**config.mk**
```make
export PLATFORM = sky130hd
export DESIGN_NAME = rect_layer_ctrl_flat
export DESIGN_NICKNAME = d
export VERILOG_FILES = /design/src/rtl/vga_ctrl_pkg.sv /design/src/rtl/rect_layer_ctrl_if.sv /design/src/rtl/rect_layer_regs.sv /design/src/rtl/rect_layer_ctrl.sv /design/src/flat_wrapper.sv
export SDC_FILE = /design/constraint.sdc
export NUM_CORES = 1
export LEC_CHECK = 0
export ABC_CLOCK_PERIOD_IN_PS = 5800
export BUFFER_PORTS_ARGS = -buffer_cell sky130_fd_sc_hd__buf_2
export CAP_MARGIN = 0
export CORE_ASPECT_RATIO = 0.7
export CORE_UTILIZATION = 65
export DETAILED_ROUTE_END_ITERATION = 10
export MAX_ROUTING_LAYER = met4
export PLACE_DENSITY = 0.83
export RECOVER_POWER = 25
export SETUP_SLACK_MARGIN = 0.4
export SLEW_MARGIN = 20
export SYNTH_ARGS = -nofsm -noshare
export SYNTH_HDL_FRONTEND = slang
export SYNTH_SLANG_ARGS = --single-unit
```
**constraint.sdc**
```tcl
create_clock -name CLK -period 5.8 [get_ports CLK]
set_input_delay 1.16 -clock CLK [delete_from_list [all_inputs] [get_ports CLK]]
set_output_delay 1.16 -clock CLK [all_outputs]
set_load 0.05 [all_outputs]
```
**src/rtl/vga_ctrl_pkg.sv**
```systemverilog
// Shared constants and types for the rectangle-layer colour compositor.
// Screen geometry defaults, host field codes, colour widths and commit states.
package vga_ctrl_pkg;

    localparam int H_VIS_DEF = 640;
    localparam int V_VIS_DEF = 480;

    localparam int R_W   = 3;
    localparam int G_W   = 3;
    localparam int B_W   = 2;
    localparam int COL_W = R_W + G_W + B_W;

    localparam int PIPE_LAT = 2;

    typedef enum logic [2:0] {
        FLD_X0     = 3'd0,
        FLD_X1     = 3'd1,
        FLD_Y0     = 3'd2,
        FLD_Y1     = 3'd3,
        FLD_COLOUR = 3'd4,
        FLD_ENABLE = 3'd5,
        FLD_RSVD6  = 3'd6,
        FLD_RSVD7  = 3'd7
    } wr_field_e;

    typedef enum logic [1:0] {
        ST_IDLE    = 2'd0,
        ST_PENDING = 2'd1,
        ST_COPY    = 2'd2
    } commit_state_e;

    typedef struct packed {
        logic [R_W-1:0] r;
        logic [G_W-1:0] g;
        logic [B_W-1:0] b;
    } rgb_t;

endpackage

```
**src/rtl/rect_layer_ctrl_if.sv**
```systemverilog
// Host-side layer write port and commit handshake.
// The host is the master; the compositor is the slave.
interface rect_layer_ctrl_if #(
    parameter int COORD_W = 10
) ();

    logic               WR_VALID;
    logic               WR_READY;
    logic [2:0]         WR_LAYER;
    logic [2:0]         WR_FIELD;
    logic [COORD_W-1:0] WR_DATA;
    logic               COMMIT;
    logic               COMMIT_PENDING;

    modport master (
        output WR_VALID, WR_LAYER, WR_FIELD, WR_DATA, COMMIT,
        input  WR_READY, COMMIT_PENDING
    );

    modport slave (
        input  WR_VALID, WR_LAYER, WR_FIELD, WR_DATA, COMMIT,
        output WR_READY, COMMIT_PENDING
    );

endinterface

```
**src/rtl/rect_layer_regs.sv**
```systemverilog
// One rectangle layer: shadow/active banks, field decode and stage-1 hit.
// The active bank only moves on the copy strobe, so a frame never sees half a rectangle.
module rect_layer_regs
    import vga_ctrl_pkg::*;
#(
    parameter int COORD_W = 10
) (
    input  logic               clk_i,
    input  logic               rst_ni,
    input  logic               wr_en_i,
    input  wr_field_e          wr_field_i,
    input  logic [COORD_W-1:0] wr_data_i,
    input  logic               copy_i,
    input  logic [COORD_W-1:0] x_i,
    input  logic [COORD_W-1:0] y_i,
    output logic               hit_o,
    output logic [COL_W-1:0]   colour_o
);

    typedef struct packed {
        logic [COORD_W-1:0] x0;
        logic [COORD_W-1:0] x1;
        logic [COORD_W-1:0] y0;
        logic [COORD_W-1:0] y1;
        logic [COL_W-1:0]   col;
        logic               en;
    } layer_t;

    layer_t shadow_q, shadow_d;
    layer_t active_q, active_d;
    logic   hit_q, hit_d;

    always_comb begin
        shadow_d = shadow_q;
        if (wr_en_i) begin
            case (wr_field_i)
                FLD_X0:     shadow_d.x0  = wr_data_i;
                FLD_X1:     shadow_d.x1  = wr_data_i;
                FLD_Y0:     shadow_d.y0  = wr_data_i;
                FLD_Y1:     shadow_d.y1  = wr_data_i;
                FLD_COLOUR: shadow_d.col = wr_data_i[COL_W-1:0];
                FLD_ENABLE: shadow_d.en  = wr_data_i[0];
                default:    ;
            endcase
        end
    end

    assign active_d = copy_i ? shadow_q : active_q;

    // Exclusive upper bounds make x1<=x0 or y1<=y0 an empty rectangle.
    assign hit_d = active_q.en
                && (x_i >= active_q.x0) && (x_i < active_q.x1)
                && (y_i >= active_q.y0) && (y_i < active_q.y1);

    always_ff @(posedge clk_i or negedge rst_ni) begin
        if (!rst_ni) begin
            shadow_q <= '0;
            active_q <= '0;
            hit_q    <= 1'b0;
        end else begin
            shadow_q <= shadow_d;
            active_q <= active_d;
            hit_q    <= hit_d;
        end
    end

    assign hit_o    = hit_q;
    assign colour_o = active_q.col;

endmodule

```
**src/rtl/rect_layer_ctrl.sv**
```systemverilog
// Frame-synchronous rectangle compositor: N layers, fixed priority, 2-cycle pixel path.
// Optional RECT_LAYER_COLLISION_EN adds per-frame layer collision flags on COLLIDE.
module rect_layer_ctrl
    import vga_ctrl_pkg::*;
#(
    parameter int               N_LAYERS  = 4,
    parameter int               COORD_W   = 10,
    parameter int               H_VIS     = H_VIS_DEF,
    parameter int               V_VIS     = V_VIS_DEF,
    parameter logic [COL_W-1:0] BG_COLOUR = 8'h00
) (
    input  logic                CLK,
    input  logic                RST_N,
    input  logic [COORD_W-1:0]  X,
    input  logic [COORD_W-1:0]  Y,
    input  logic                HS_IN,
    input  logic                VS_IN,
    rect_layer_ctrl_if.slave    wr,
    output logic                HS,
    output logic                VS,
    output logic [R_W-1:0]      RED,
    output logic [G_W-1:0]      GREEN,
    output logic [B_W-1:0]      BLUE,
    output logic [3:0]          HIT_LAYER
`ifdef RECT_LAYER_COLLISION_EN
    ,
    output logic [N_LAYERS-1:0] COLLIDE
`endif
);

    localparam logic [COORD_W-1:0] H_VIS_C = COORD_W'(H_VIS);
    localparam logic [COORD_W-1:0] V_VIS_C = COORD_W'(V_VIS);

    commit_state_e state_q, state_d;
    logic          at_vblank_q;
    logic          boundary;
    logic          copy;
    logic          wr_accept;

    // Frame boundary is the first cycle of vertical blank.
    assign boundary  = (Y == V_VIS_C) && !at_vblank_q;
    assign wr_accept = wr.WR_VALID && wr.WR_READY;

    always_comb begin
        state_d           = state_q;
        copy              = 1'b0;
        wr.WR_READY       = 1'b1;
        wr.COMMIT_PENDING = 1'b0;
        unique case (state_q)
            ST_IDLE: begin
                if (wr.COMMIT) state_d = ST_PENDING;
            end
            ST_PENDING: begin
                wr.COMMIT_PENDING = 1'b1;
                if (boundary) state_d = ST_COPY;
            end
            ST_COPY: begin
                copy              = 1'b1;
                wr.WR_READY       = 1'b0;
                wr.COMMIT_PENDING = 1'b1;
                state_d = wr.COMMIT ? ST_PENDING : ST_IDLE;
            end
            default: state_d = ST_IDLE;
        endcase
    end

    logic [N_LAYERS-1:0] hit_vec;
    logic [COL_W-1:0]    layer_col [N_LAYERS];

    for (genvar i = 0; i < N_LAYERS; i++) begin : g_layer
        rect_layer_regs #(
            .COORD_W (COORD_W)
        ) u_regs (
            .clk_i      (CLK),
            .rst_ni     (RST_N),
            .wr_en_i    (wr_accept && (wr.WR_LAYER == 3'(i))),
            .wr_field_i (wr_field_e'(wr.WR_FIELD)),
            .wr_data_i  (wr.WR_DATA),
            .copy_i     (copy),
            .x_i        (X),
            .y_i        (Y),
            .hit_o      (hit_vec[i]),
            .colour_o   (layer_col[i])
        );
    end

    logic                vis_q;
    logic [PIPE_LAT-1:0] hs_pipe_q;
    logic [PIPE_LAT-1:0] vs_pipe_q;

    logic             win_found;
    logic [2:0]       win_idx;
    logic [COL_W-1:0] win_col;
    rgb_t             pix_q, pix_d;
    logic [3:0]       hit_layer_q, hit_layer_d;

    // Walk from the top index down so the lowest set hit is what remains.
    always_comb begin
        win_found = 1'b0;
        win_idx   = '0;
        win_col   = '0;
        for (int i = N_LAYERS - 1; i >= 0; i--) begin
            if (hit_vec[i]) begin
                win_found = 1'b1;
                win_idx   = 3'(i);
                win_col   = layer_col[i];
            end
        end
        pix_d       = '0;
        hit_layer_d = '0;
        if (vis_q) begin
            if (win_found) begin
                pix_d       = rgb_t'(win_col);
                hit_layer_d = {1'b1, win_idx};
            end else begin
                pix_d = rgb_t'(BG_COLOUR);
            end
        end
    end

    always_ff @(posedge CLK or negedge RST_N) begin
        if (!RST_N) begin
            state_q     <= ST_IDLE;
            at_vblank_q <= 1'b0;
            vis_q       <= 1'b0;
            hs_pipe_q   <= '1;
            vs_pipe_q   <= '1;
            pix_q       <= '0;
            hit_layer_q <= '0;
        end else begin
            state_q     <= state_d;
            at_vblank_q <= (Y == V_VIS_C);
            vis_q       <= (X < H_VIS_C) && (Y < V_VIS_C);
            hs_pipe_q   <= {hs_pipe_q[PIPE_LAT-2:0], HS_IN};
            vs_pipe_q   <= {vs_pipe_q[PIPE_LAT-2:0], VS_IN};
            pix_q       <= pix_d;
            hit_layer_q <= hit_layer_d;
        end
    end

    assign HS        = hs_pipe_q[PIPE_LAT-1];
    assign VS        = vs_pipe_q[PIPE_LAT-1];
    assign RED       = pix_q.r;
    assign GREEN     = pix_q.g;
    assign BLUE      = pix_q.b;
    assign HIT_LAYER = hit_layer_q;

`ifdef RECT_LAYER_COLLISION_EN
    logic [N_LAYERS-1:0] coll_flags_q;
    logic [N_LAYERS-1:0] collide_q;
    logic [N_LAYERS-1:0] coll_new;

    assign coll_new = (vis_q && ($countones(hit_vec) > 1)) ? hit_vec : '0;

    always_ff @(posedge CLK or negedge RST_N) begin
        if (!RST_N) begin
            coll_flags_q <= '0;
            collide_q    <= '0;
        end else if (boundary) begin
            collide_q    <= coll_flags_q | coll_new;
            coll_flags_q <= '0;
        end else begin
            coll_flags_q <= coll_flags_q | coll_new;
        end
    end

    assign COLLIDE = collide_q;
`endif

endmodule
```
**src/flat_wrapper.sv**
```systemverilog
// flat-port wrapper written by rule: the top's interface ports become plain ports
module rect_layer_ctrl_flat import vga_ctrl_pkg::*;
#(
    parameter int               N_LAYERS  = 4,
    parameter int               COORD_W   = 10,
    parameter int               H_VIS     = H_VIS_DEF,
    parameter int               V_VIS     = V_VIS_DEF,
    parameter logic [COL_W-1:0] BG_COLOUR = 8'h00
)
  (CLK, RST_N, X, Y, HS_IN, VS_IN, HS, VS, RED, GREEN, BLUE, HIT_LAYER, wr_WR_VALID, wr_WR_LAYER, wr_WR_FIELD, wr_WR_DATA, wr_COMMIT, wr_WR_READY, wr_COMMIT_PENDING);
  rect_layer_ctrl_if #(.COORD_W(COORD_W)) wr_i ();
  input  logic CLK;
  input  logic RST_N;
  input  logic [COORD_W-1:0] X;
  input  logic [COORD_W-1:0] Y;
  input  logic HS_IN;
  input  logic VS_IN;
  output logic HS;
  output logic VS;
  output logic [R_W-1:0] RED;
  output logic [G_W-1:0] GREEN;
  output logic [B_W-1:0] BLUE;
  output logic [3:0] HIT_LAYER;
  input wire logic [$bits(wr_i.WR_VALID)-1:0] wr_WR_VALID;
  input wire logic [$bits(wr_i.WR_LAYER)-1:0] wr_WR_LAYER;
  input wire logic [$bits(wr_i.WR_FIELD)-1:0] wr_WR_FIELD;
  input wire logic [$bits(wr_i.WR_DATA)-1:0] wr_WR_DATA;
  input wire logic [$bits(wr_i.COMMIT)-1:0] wr_COMMIT;
  output wire logic [$bits(wr_i.WR_READY)-1:0] wr_WR_READY;
  output wire logic [$bits(wr_i.COMMIT_PENDING)-1:0] wr_COMMIT_PENDING;
  assign wr_i.WR_VALID = wr_WR_VALID;
  assign wr_i.WR_LAYER = wr_WR_LAYER;
  assign wr_i.WR_FIELD = wr_WR_FIELD;
  assign wr_i.WR_DATA = wr_WR_DATA;
  assign wr_i.COMMIT = wr_COMMIT;
  assign wr_WR_READY = wr_i.WR_READY;
  assign wr_COMMIT_PENDING = wr_i.COMMIT_PENDING;
  rect_layer_ctrl #(.N_LAYERS(N_LAYERS), .COORD_W(COORD_W), .H_VIS(H_VIS), .V_VIS(V_VIS), .BG_COLOUR(BG_COLOUR)) u_core (.CLK(CLK), .RST_N(RST_N), .X(X), .Y(Y), .HS_IN(HS_IN), .VS_IN(VS_IN), .wr(wr_i), .HS(HS), .VS(VS), .RED(RED), .GREEN(GREEN), .BLUE(BLUE), .HIT_LAYER(HIT_LAYER));
endmodule
```
; Word-level counts from Yosys, hierarchy flattened
; Index checks and enable logic that the tools add are counted.
[totals]
ff_bits = 416
input_bits = 42
out_inout_bits = 16
word_cells = 168
[op_classes]
n_lt_le_gt_ge = 18
n_eq_ne = 13
mux = 23
n_reduce_logical = 53
[op_table]
columns = op, n
row1 = $ge 10x10->1, 8
row2 = $lt 10x10->1, 8
row3 = $reduce_and 2->1, 25
row4 = $mux 8, 6
row5 = $logic_and 1x1->1, 23
row6 = $eq 3x2->1 const B, 4
row7 = $mux 2, 6
row8 = $eq 10x9->1 const B, 1
row9 = $lt 10x10->1 const B, 1
row10 = $lt 10x9->1 const B, 1
row11 = $mux 1, 8
row12 = $mux 4, 2
row13 = $eq 3x1->1 const B, 2
row14 = $eq 3x3->1 const B, 2
row15 = $logic_not 3->1, 2
row16 = $pmux 2 s3, 1
row17 = $eq 2x1->1 const B, 1
row18 = $eq 2x2->1 const B, 1
row19 = $logic_not 2->1, 1
row20 = $ne 2x1->1 const B, 1
row21 = $ne 2x2->1 const B, 1
row22 = $reduce_or 2->1, 1
row23 = $logic_not 1->1, 1

; Longest topological paths before layout
; Gate-level depths: netlist of run 1.
[depth]
word_depth = 6
ltp_mapped = 9
depth_no_buf = 8

; Hierarchy
; Synthesis of run 1 repeated with hierarchy kept, for this count alone.
[unflattened]
hier_cells = 1658
hier_area_um2 = 19547.5
[by_module_without_submodules]
columns = mod, n_inst, cells_each, area_each_um2, seq_area_each_um2
row1 = rect_layer_regs, 4, 386, 4619.4, 2477.4
row2 = rect_layer_ctrl, 1, 114, 1069.8, 480.5

; Least setup slack after synthesis of run 1
; Ideal clock, no wire load.
[synth_path]
path_type = register -> output
start = reg u_core.state_q[0]
end = out wr_WR_READY
arrival_ns = 1.506
required_ns = 4.640
setup_slack_ns = 3.134
path_stages_with_launch = 7
n_path_buf = 3
path_cell_list = dfrtp_1 > inv_1 > ha_1 > buf_6 > clkbuf_1 > clkbuf_1 > inv_1
[synth_between]
elab_chain_cells = 2
[synth_lines]
columns = element, line_no
row1 = start: declaration, rect_layer_ctrl.sv:34  ; commit_state_e state_q, state_d;
row2 = start signal: assignment, rect_layer_ctrl.sv:131  ; state_q <= state_d;
row3 = $eq 2x2->1, rect_layer_ctrl.sv:49  ; unique case (state_q)
row4 = $mux 1, rect_layer_ctrl.sv:49
row5 = end: declaration, flat_wrapper.sv:29  ; output wire logic [$bits(wr_i.WR_READY)-1:0] wr_WR_READY;
; Every way passes these cells.

==> impl_results.md, run 1 <==
* Status: finished with violations
* Failing checks: DRC, capacitance limit, slew limit
* Number of library cell types mapped by synthesis at 50
* Post-synth net total at 1831
* DR WL/cell at roughly 22 um
* Net switching power at between 3 and 4 mW
* Vias/cell at slightly above 6
* Worst setup EP type: asynchronous set/reset pin
* Max capacitance violation total at 2
* Min-Delay Path Class: reg -> reg
* Detailed-route wire length at 44920 um
* Critical path peak fanout at 122
* RSZ-0062 raised after global routing: no
* Setup TNS at 0 ns
* Slowest stage delay, CP at roughly 2.2 ns
* Die H at roughly 150 um
* Cell accounting for the most synthesized area: dfrtp_1
* Syn Area/Cell at ~12 sq um
* Row count at 51
* Leak pwr at slightly above 10 nW
* Relative slew slack at -1.189
* DR iter-0 viols at ~1000
* Starting Density at 0.6729
* R2r worst-path depth at 6
* Die area at 29960 sq um
* CTS sink cnt at about 420
* Post-CTS sizing at 0
* Num ports at a little under 60
* Sequential share of the synthesized area at 0.5462
* DRC viols at 4
* Share of total power in the clock network at 0.296
* Req. time, crit path at approximately 6.4 ns
* Period Utilization, post-route at 0.6470
* Final Max Slew Viols at around 130
* Postcts setup bufs at 0
* Crit path time final at between 3 and 4 ns
* Layout cell share with drive strength beyond 1 at 0.2306
* Layout Nets at 1869
* Least-Margin Pin Slew at between 3 and 4 ns
* Synth top area cells: dfrtp_1 54%, mux2_2 15%, ha_1 10%
* All-layer global routing usage at 0.3248
* CTS Buf Count at 39
* H-tree Lvls at 2
* Worst Hold Depth at 0
* Final setup fails at 0
* Die span in x at 206.5 um
* Synthesis-to-finish area growth at 10.58%
* Routability-driven placement congestion ratio at ~0.84
* Yosys reg bits at 415
* DP HPWL at about 29000 um
* Post-synth top area share at 0.5407
* EDFF count, synth at 0
* DRT antenna net count at 0
* Pwr/cell area at ~460 nW/um^2
* First-pass GRT wire length at around 70000 um
* Switch share at 0.3174
* PortBufs at between 50 and 60
* Total power at about 9.7 mW
* Largest net degree at the start of global routing at 132
* Drt pass-1 iters at 8
* Final Hold Vio Count at 0
* CTS Buffer Depth at 3
* Worst Setup Path Type: in -> async
* WP depth at 2
* Post-synthesis cell area at between 15000 and 20000 sq um
* Int Pwr at roughly 6.6 mW
* Ys flop type: dfrtp_1
* CP delay by family, top: buffers and inverters
* Clk Tree Root Cell: clkbuf_16
* Vias at 12617
* Clock transition at the registers of the reported paths at approximately 0.060 ns
* Async SR Flop Fraction at 1.000
* Critical Path AT at about 4.4 ns
* Core area at roughly 28000 sq um
* IR drop worst, VDD at 0.2782 mV
* Ys Warns at 0
* CTS tree: yes
* Skew-Pair Late Insertion Delay at approximately 0.54 ns
* Buffers and inverters on the worst path at 2
* F_max at between 200 and 300 MHz
* Initial antenna violation count at 2
* Cells after Synth at between 1500 and 2000
* Vias in the first global route at approximately 13000
* CP Cell Sequence: clkbuf_2 -> buf_4
* Overflow after GRT at 0
* Slowest CP cell: clkbuf_2
* Combinational Power Share at 0.277
* Sequential share of power at 0.427
* Hold_buf cts at 0
* Worst setup SP type: primary input
* Worst Skew at about 0.014 ns
logic make-up (layout without fill, tap and decap cells):
kind of cell | after synthesis | count (layout) | share of synthesized area
mux | 249 | 249 | 0.1474
simple gates | 296 | 296 | 0.07130
fa+ha+maj | 157 | 157 | 0.1033
compound gates | 297 | 297 | 0.08801
other cells | 1 | 3 | 0.0001971
flops | 415 | 415 | 0.5462
buf+inv | 217 | 285 | 0.04361
flip-flops by register name, summed over array words and instances (netlist names), 3 cells and up:
register,cells
u_core.GREEN,3
u_core.HIT_LAYER,3
u_core.g_layer.u_regs.active_q,164
u_core.g_layer.u_regs.colour_o,32
u_core.g_layer.u_regs.shadow_q,196
u_core.g_layer.u_regs.hit_o,4
u_core.RED,3
metrics by stage:
| stage | setup WS, ns | utilization | hold slack (ns) | instances | area (sq um) |
|---|---|---|---|---|---|
| after global routing | 1.444 | 0.7441 | 0.3603 | 2073 | 21030 |
| after CTS | 2.386 | 0.7446 | 0.3568 | 2071 | 21050 |
| final | 2.047 | 0.7441 | 0.3542 | 2073 | 21030 |
| after detailed placement | 2.695 | 0.6934 | 0.3472 | 2000 | 19600 |
| after global placement | 2.684 | 0.6934 | 0.3454 | 2000 | 19600 |
| after floorplan | 3.134 | - | 0.3452 | 1632 | 19020 |
synth_stat cells (4+ instances only):
library cell,number
dfrtp_1,411
mux2_2,249
nand2_1,197
o21ai_0,172
ha_1,157
inv_1,151
clkbuf_1,60
a21oi_1,48
nor2_1,21
a211oi_1,19
a21o_1,13
a22oi_1,11
nand2b_1,11
nand3_1,11
nand4_1,9
o22ai_1,9
a31oi_1,8
nor2_2,7
nor2b_1,7
nor3_1,7
o211ai_1,6
and3b_1,4
dfstp_2,4
routing by layer:
layer / GRT usage / wire [um] / vias to the layer above
li1: - / - / 5687
met1: 0.4499 / 19780 / 6409
met2: 0.4694 / 20190 / 432
met3: 0.08311 / 3777 / 89
met4: 0.1055 / 1174 / 0
met5: - / 0 / -
path summary, 6_finish.rpt:
check,slack (ns),to,from
setup / recovery,2.05,u_core.g_layer[2].u_regs.active_q[15],RST_N
hold / removal,0.35,u_core.hs_pipe_q[1],u_core.hs_pipe_q[0]
setup reg to reg,2.77,u_core.g_layer[1].u_regs.shadow_q[3],u_core.state_q[0]
hold reg to reg,0.35,u_core.hs_pipe_q[1],u_core.hs_pipe_q[0]
max in group CLK,2.39,wr_WR_READY,u_core.state_q[0]
min in group asynchronous,1.62,u_core.g_layer[1].u_regs.shadow_q[12],RST_N
final cells by class:
cell class	instances	area (sq um)
flip-flops and latches	415	10390
multi-input cells	1000	7807
fillers	1816	7234
clock buffers	55	1169
inverters	152	570.5
well taps	371	464.2
repair buffers	62	347.8
clock inverters	16	280.3
diodes	2	5.005
power groups by stage:
stage / Sequential [mW] / Combinational, mW / Clock (mW)
floorplan: 4.03 / 1.93 / 0
finish: 4.12 / 2.68 / 2.86
global placement: 4.10 / 2.44 / 0
global route: 4.21 / 3.03 / 3.02
CTS: 4.11 / 2.67 / 2.89
detailed placement: 4.15 / 2.61 / 0
worst reg2reg max path, stage by stage (launching register included):
cell,delay [ns]
dfrtp_1,0.45
inv_1,0.13
ha_4,0.43
nor3b_4,0.43
nand3b_2,0.25
nor2_1,0.79
mux2_2,0.43
cells in the final DEF, fill, tap and decap left out, types with 8 or more instances in the layout:
master / instances
dfrtp_1: 411
mux2_2: 249
nand2_1: 197
o21ai_0: 172
ha_1: 156
inv_1: 151
buf_2: 53
a21oi_1: 48
clkbuf_16: 41
nor2_1: 21
a211oi_1: 19
a21o_1: 13
a22oi_1: 11
nand2b_1: 11
nand3_1: 11
o22ai_1: 9
nand4_1: 9
clkbuf_8: 9
a31oi_1: 8
bufinv_16: 8
clkinv_2: 8
Note: power is estimated with default switching activity, not from simulation.
==> inputs of run 2 (changes only) <==
Settings changed: ABC_CLOCK_PERIOD_IN_PS 5800 to 3200, CORE_UTILIZATION 65 to 56, PLACE_DENSITY 0.83 to 0.76.
Clock period 5.8 ns to 3.2 ns, I/O delays scaled along.
==> run 2 against run 1 <==
The flow finishes with violations (capacitance limit, slew limit). Power is 76% higher. Non-clock buffer count rose by 4. Global-route usage shrank 4.8 points. Sequential share of layout area about the same. Critical path depth rose by 5. First-iteration DRC count is 0.29% lower. Utilization shrank 12 points. Design area about the same. Largest cell class unchanged.
==> impl_results.md, run 2 (synthesis results as in run 1) <==
* R2r worst-path depth at 7 (+1)
* CTS Buf Count at 39 (unchanged)
* Synthesis-to-finish area growth at 10.67% (about the same)
* Slowest stage delay, CP at 0.64 ns (-1.53 ns)
* Skew-Pair Late Insertion Delay at 0.54 ns (about the same)
* Reg2reg end: u_core.g_layer[0].u_regs.shadow_q[41]
* RSZ-0062 raised after global routing: no
* Layout cell share with drive strength beyond 1 at 0.2328 (+0.002216)
* Req. time, crit path at 3.63 ns (-2.78 ns)
* Largest net degree at the start of global routing at 251 (+90%)
* Failing checks: capacitance limit, slew limit
* CP Cell Sequence: inv_1 -> ha_4 -> nor3b_4 -> and2b_1 -> nand2b_1 -> nor4_4 -> mux2_2
* Overflow after GRT at 0 (unchanged)
* DR WL met3 at 2745 um (-27%)
* IR drop worst, VDD at 0.5894 mV (+110%)
* Starting Density at 0.5680 (-0.1050)
* Worst setup SP type: flop
* Worst Setup SP: u_core.state_q[0]
* F_max at between 300 and 400 MHz
* Postcts setup bufs at 0 (unchanged)
* CTS sink cnt at 415 (unchanged)
* Metal2 WL at 20040 um (-0.73%)
* Max FFs per register at 196 (unchanged)
* Slowest CP cell: nor4_4
* Critical path peak fanout at 10 (-92%)
* Drt pass-1 iters at 5 (-3)
* Row count at 56 (+9.8%)
* All-layer global routing usage at 0.2764 (-0.04835)
* Min-Delay Path Class: in -> reg
* Die H at 156.2 um (+7.6%)
* Max capacitance violation total at 1 (-1)
* Routability-driven placement congestion ratio at 0.8472 (+0.91%)
* Worst r2r src: u_core.state_q[0]
* CTS tree: yes
* Critical Path AT at 3.00 ns (-1.36 ns)
* Hold_ws at 0.1996 ns (-0.1546 ns)
* Crit path time final at about 2.6 ns
* Most common cell after layout, fill and taps aside: dfrtp_1
* Die area at 34720 sq um (+16%)
* H-tree Lvls at 2 (unchanged)
* Total power at 17.01 mW (+76%)
* R2r setup slk at 0.63 ns (-2.14 ns)
* Layout Nets at 1873 (+0.21%)
* Post-CTS sizing at 0 (unchanged)
* Core area at 33490 sq um (+18%)
* Least-Margin Pin Slew at 1.980 ns (-1.303 ns)
* Most frequent cells in the layout: 411 x dfrtp_1, 249 x mux2_2, 197 x nand2_1, 172 x o21ai_0, 156 x ha_1
* Hold_buf cts at 0 (unchanged)
* DP HPWL at 28400 um (-0.39%)
* DRC viols at 0 (-4)
* Detailed-route wire length at 44550 um (-0.82%)
* DR WL/cell at 20.83 um (-3.9%)
* Final Hold Vio Count at 0 (unchanged)
* Worst Setup Path Type: reg -> reg
* Num ports at 58 (unchanged)
* CTS Buffer Depth at 3 (unchanged)
* Worst setup EP type: flop
* Worst setup path endpoint: u_core.g_layer[0].u_regs.shadow_q[41]
* Fill cells at 2587 (+42%)
* Top sig layer: met4
* Vias at 12484 (-1.1%)
* Period Utilization, post-route at 0.8032
* First-pass GRT wire length at 71720 um (+0.19%)
* Vias/cell at 5.836 (-4.1%)
* Clock transition at the registers of the reported paths at 0.06 ns (about the same)
* Worst Skew at 0.01325 ns (-0.0003325 ns)
* Pwr/cell area at 808.0 nW/um^2 (+76%)
* Initial antenna violation count at 4 (+2)
* Vias in the first global route at 12705 (-2.1%)
* Relative slew slack at -0.3202 (+0.8687)
* Final Max Slew Viols at 66 (-50%)
* Clk Tree Root Cell: clkbuf_16
* DR iter-0 viols at 1028 (-0.29%)
* Final setup fails at 0 (unchanged)
* PortBufs at 56 (unchanged)
* Leak pwr at 10.03 nW (-0.25%)
* Status: finished with violations
* WL met1 at 20710 um (+4.7%)
* DRT antenna net count at 0 (unchanged)
* Top reg by flops: u_core.g_layer.u_regs.shadow_q
* Setup TNS at 0 ns (unchanged)
* Die span in x at 222.3 um (+7.7%)
## run 2: where the power goes
part | leakage [nW] | internal, mW | switching [mW]
Clock | 0.651 | 2.77 | 2.01
Combinational | 3.81 | 1.95 | 2.86
Sequential | 5.57 | 6.81 | 0.616
## run 2: worst min-delay path by stage
stage / start / to / slack (ns) / cells after the start
2_1_floorplan: RST_N / u_core.BLUE[0] / 0.34 / 0
3_3_place_gp: u_core.vs_pipe_q[0] / u_core.vs_pipe_q[1] / 0.35 / 0
3_5_place_dp: u_core.hs_pipe_q[0] / u_core.hs_pipe_q[1] / 0.35 / 0
4_1_cts: RST_N / u_core.g_layer[2].u_regs.active_q[13] / 0.09 / 1
5_1_grt: VS_IN / u_core.vs_pipe_q[0] / 0.19 / 1
6_report: HS_IN / u_core.hs_pipe_q[0] / 0.20 / 1
## run 2: critical path: cells and delay by family (launching register included)
kind | cells | cell delay, ns
flops | 1 | 0.42
fa+ha+maj | 1 | 0.20
simple gates | 4 | 1.31
mux | 1 | 0.41
buf+inv | 1 | 0.12
## run 2: metal layers
metal / global-route usage / vias to the layer above
met1: 0.3835 / 6345
met3: 0.05085 / 80
li1: - / 5695
met4: 0.07573 / 0
met5: - / -
met2: 0.4190 / 364
## run 2: layout make-up
type	instances	area [sq um]	area share
inverter	152	570.5	0.02710
clock inverter	14	151.4	0.007192
clock buffer	54	1155	0.05486
timing repair buffer	66	417.9	0.01985
antenna	3	7.507	0.0003566
sequential	415	10390	0.4936
multi-input combinational	1000	7815	0.3712
tap	435	544.3	0.02585
## run 2: metrics by stage
| stage | instance area [sq um] | std cells | setup slack (ns) | utilization |
|---|---|---|---|---|
| 5_1_grt | 21050 | 2139 | 0.2383 | 0.6285 |
| 4_1_cts | 21080 | 2136 | 0.6299 | 0.6294 |
| 2_1_floorplan | 19020 | 1632 | 0.9543 | - |
| 6_report | 21050 | 2139 | 0.6299 | 0.6285 |
| 3_5_place_dp | 19770 | 2068 | 0.4733 | 0.5904 |
| 3_3_place_gp | 19770 | 2068 | 0.4759 | 0.5904 |
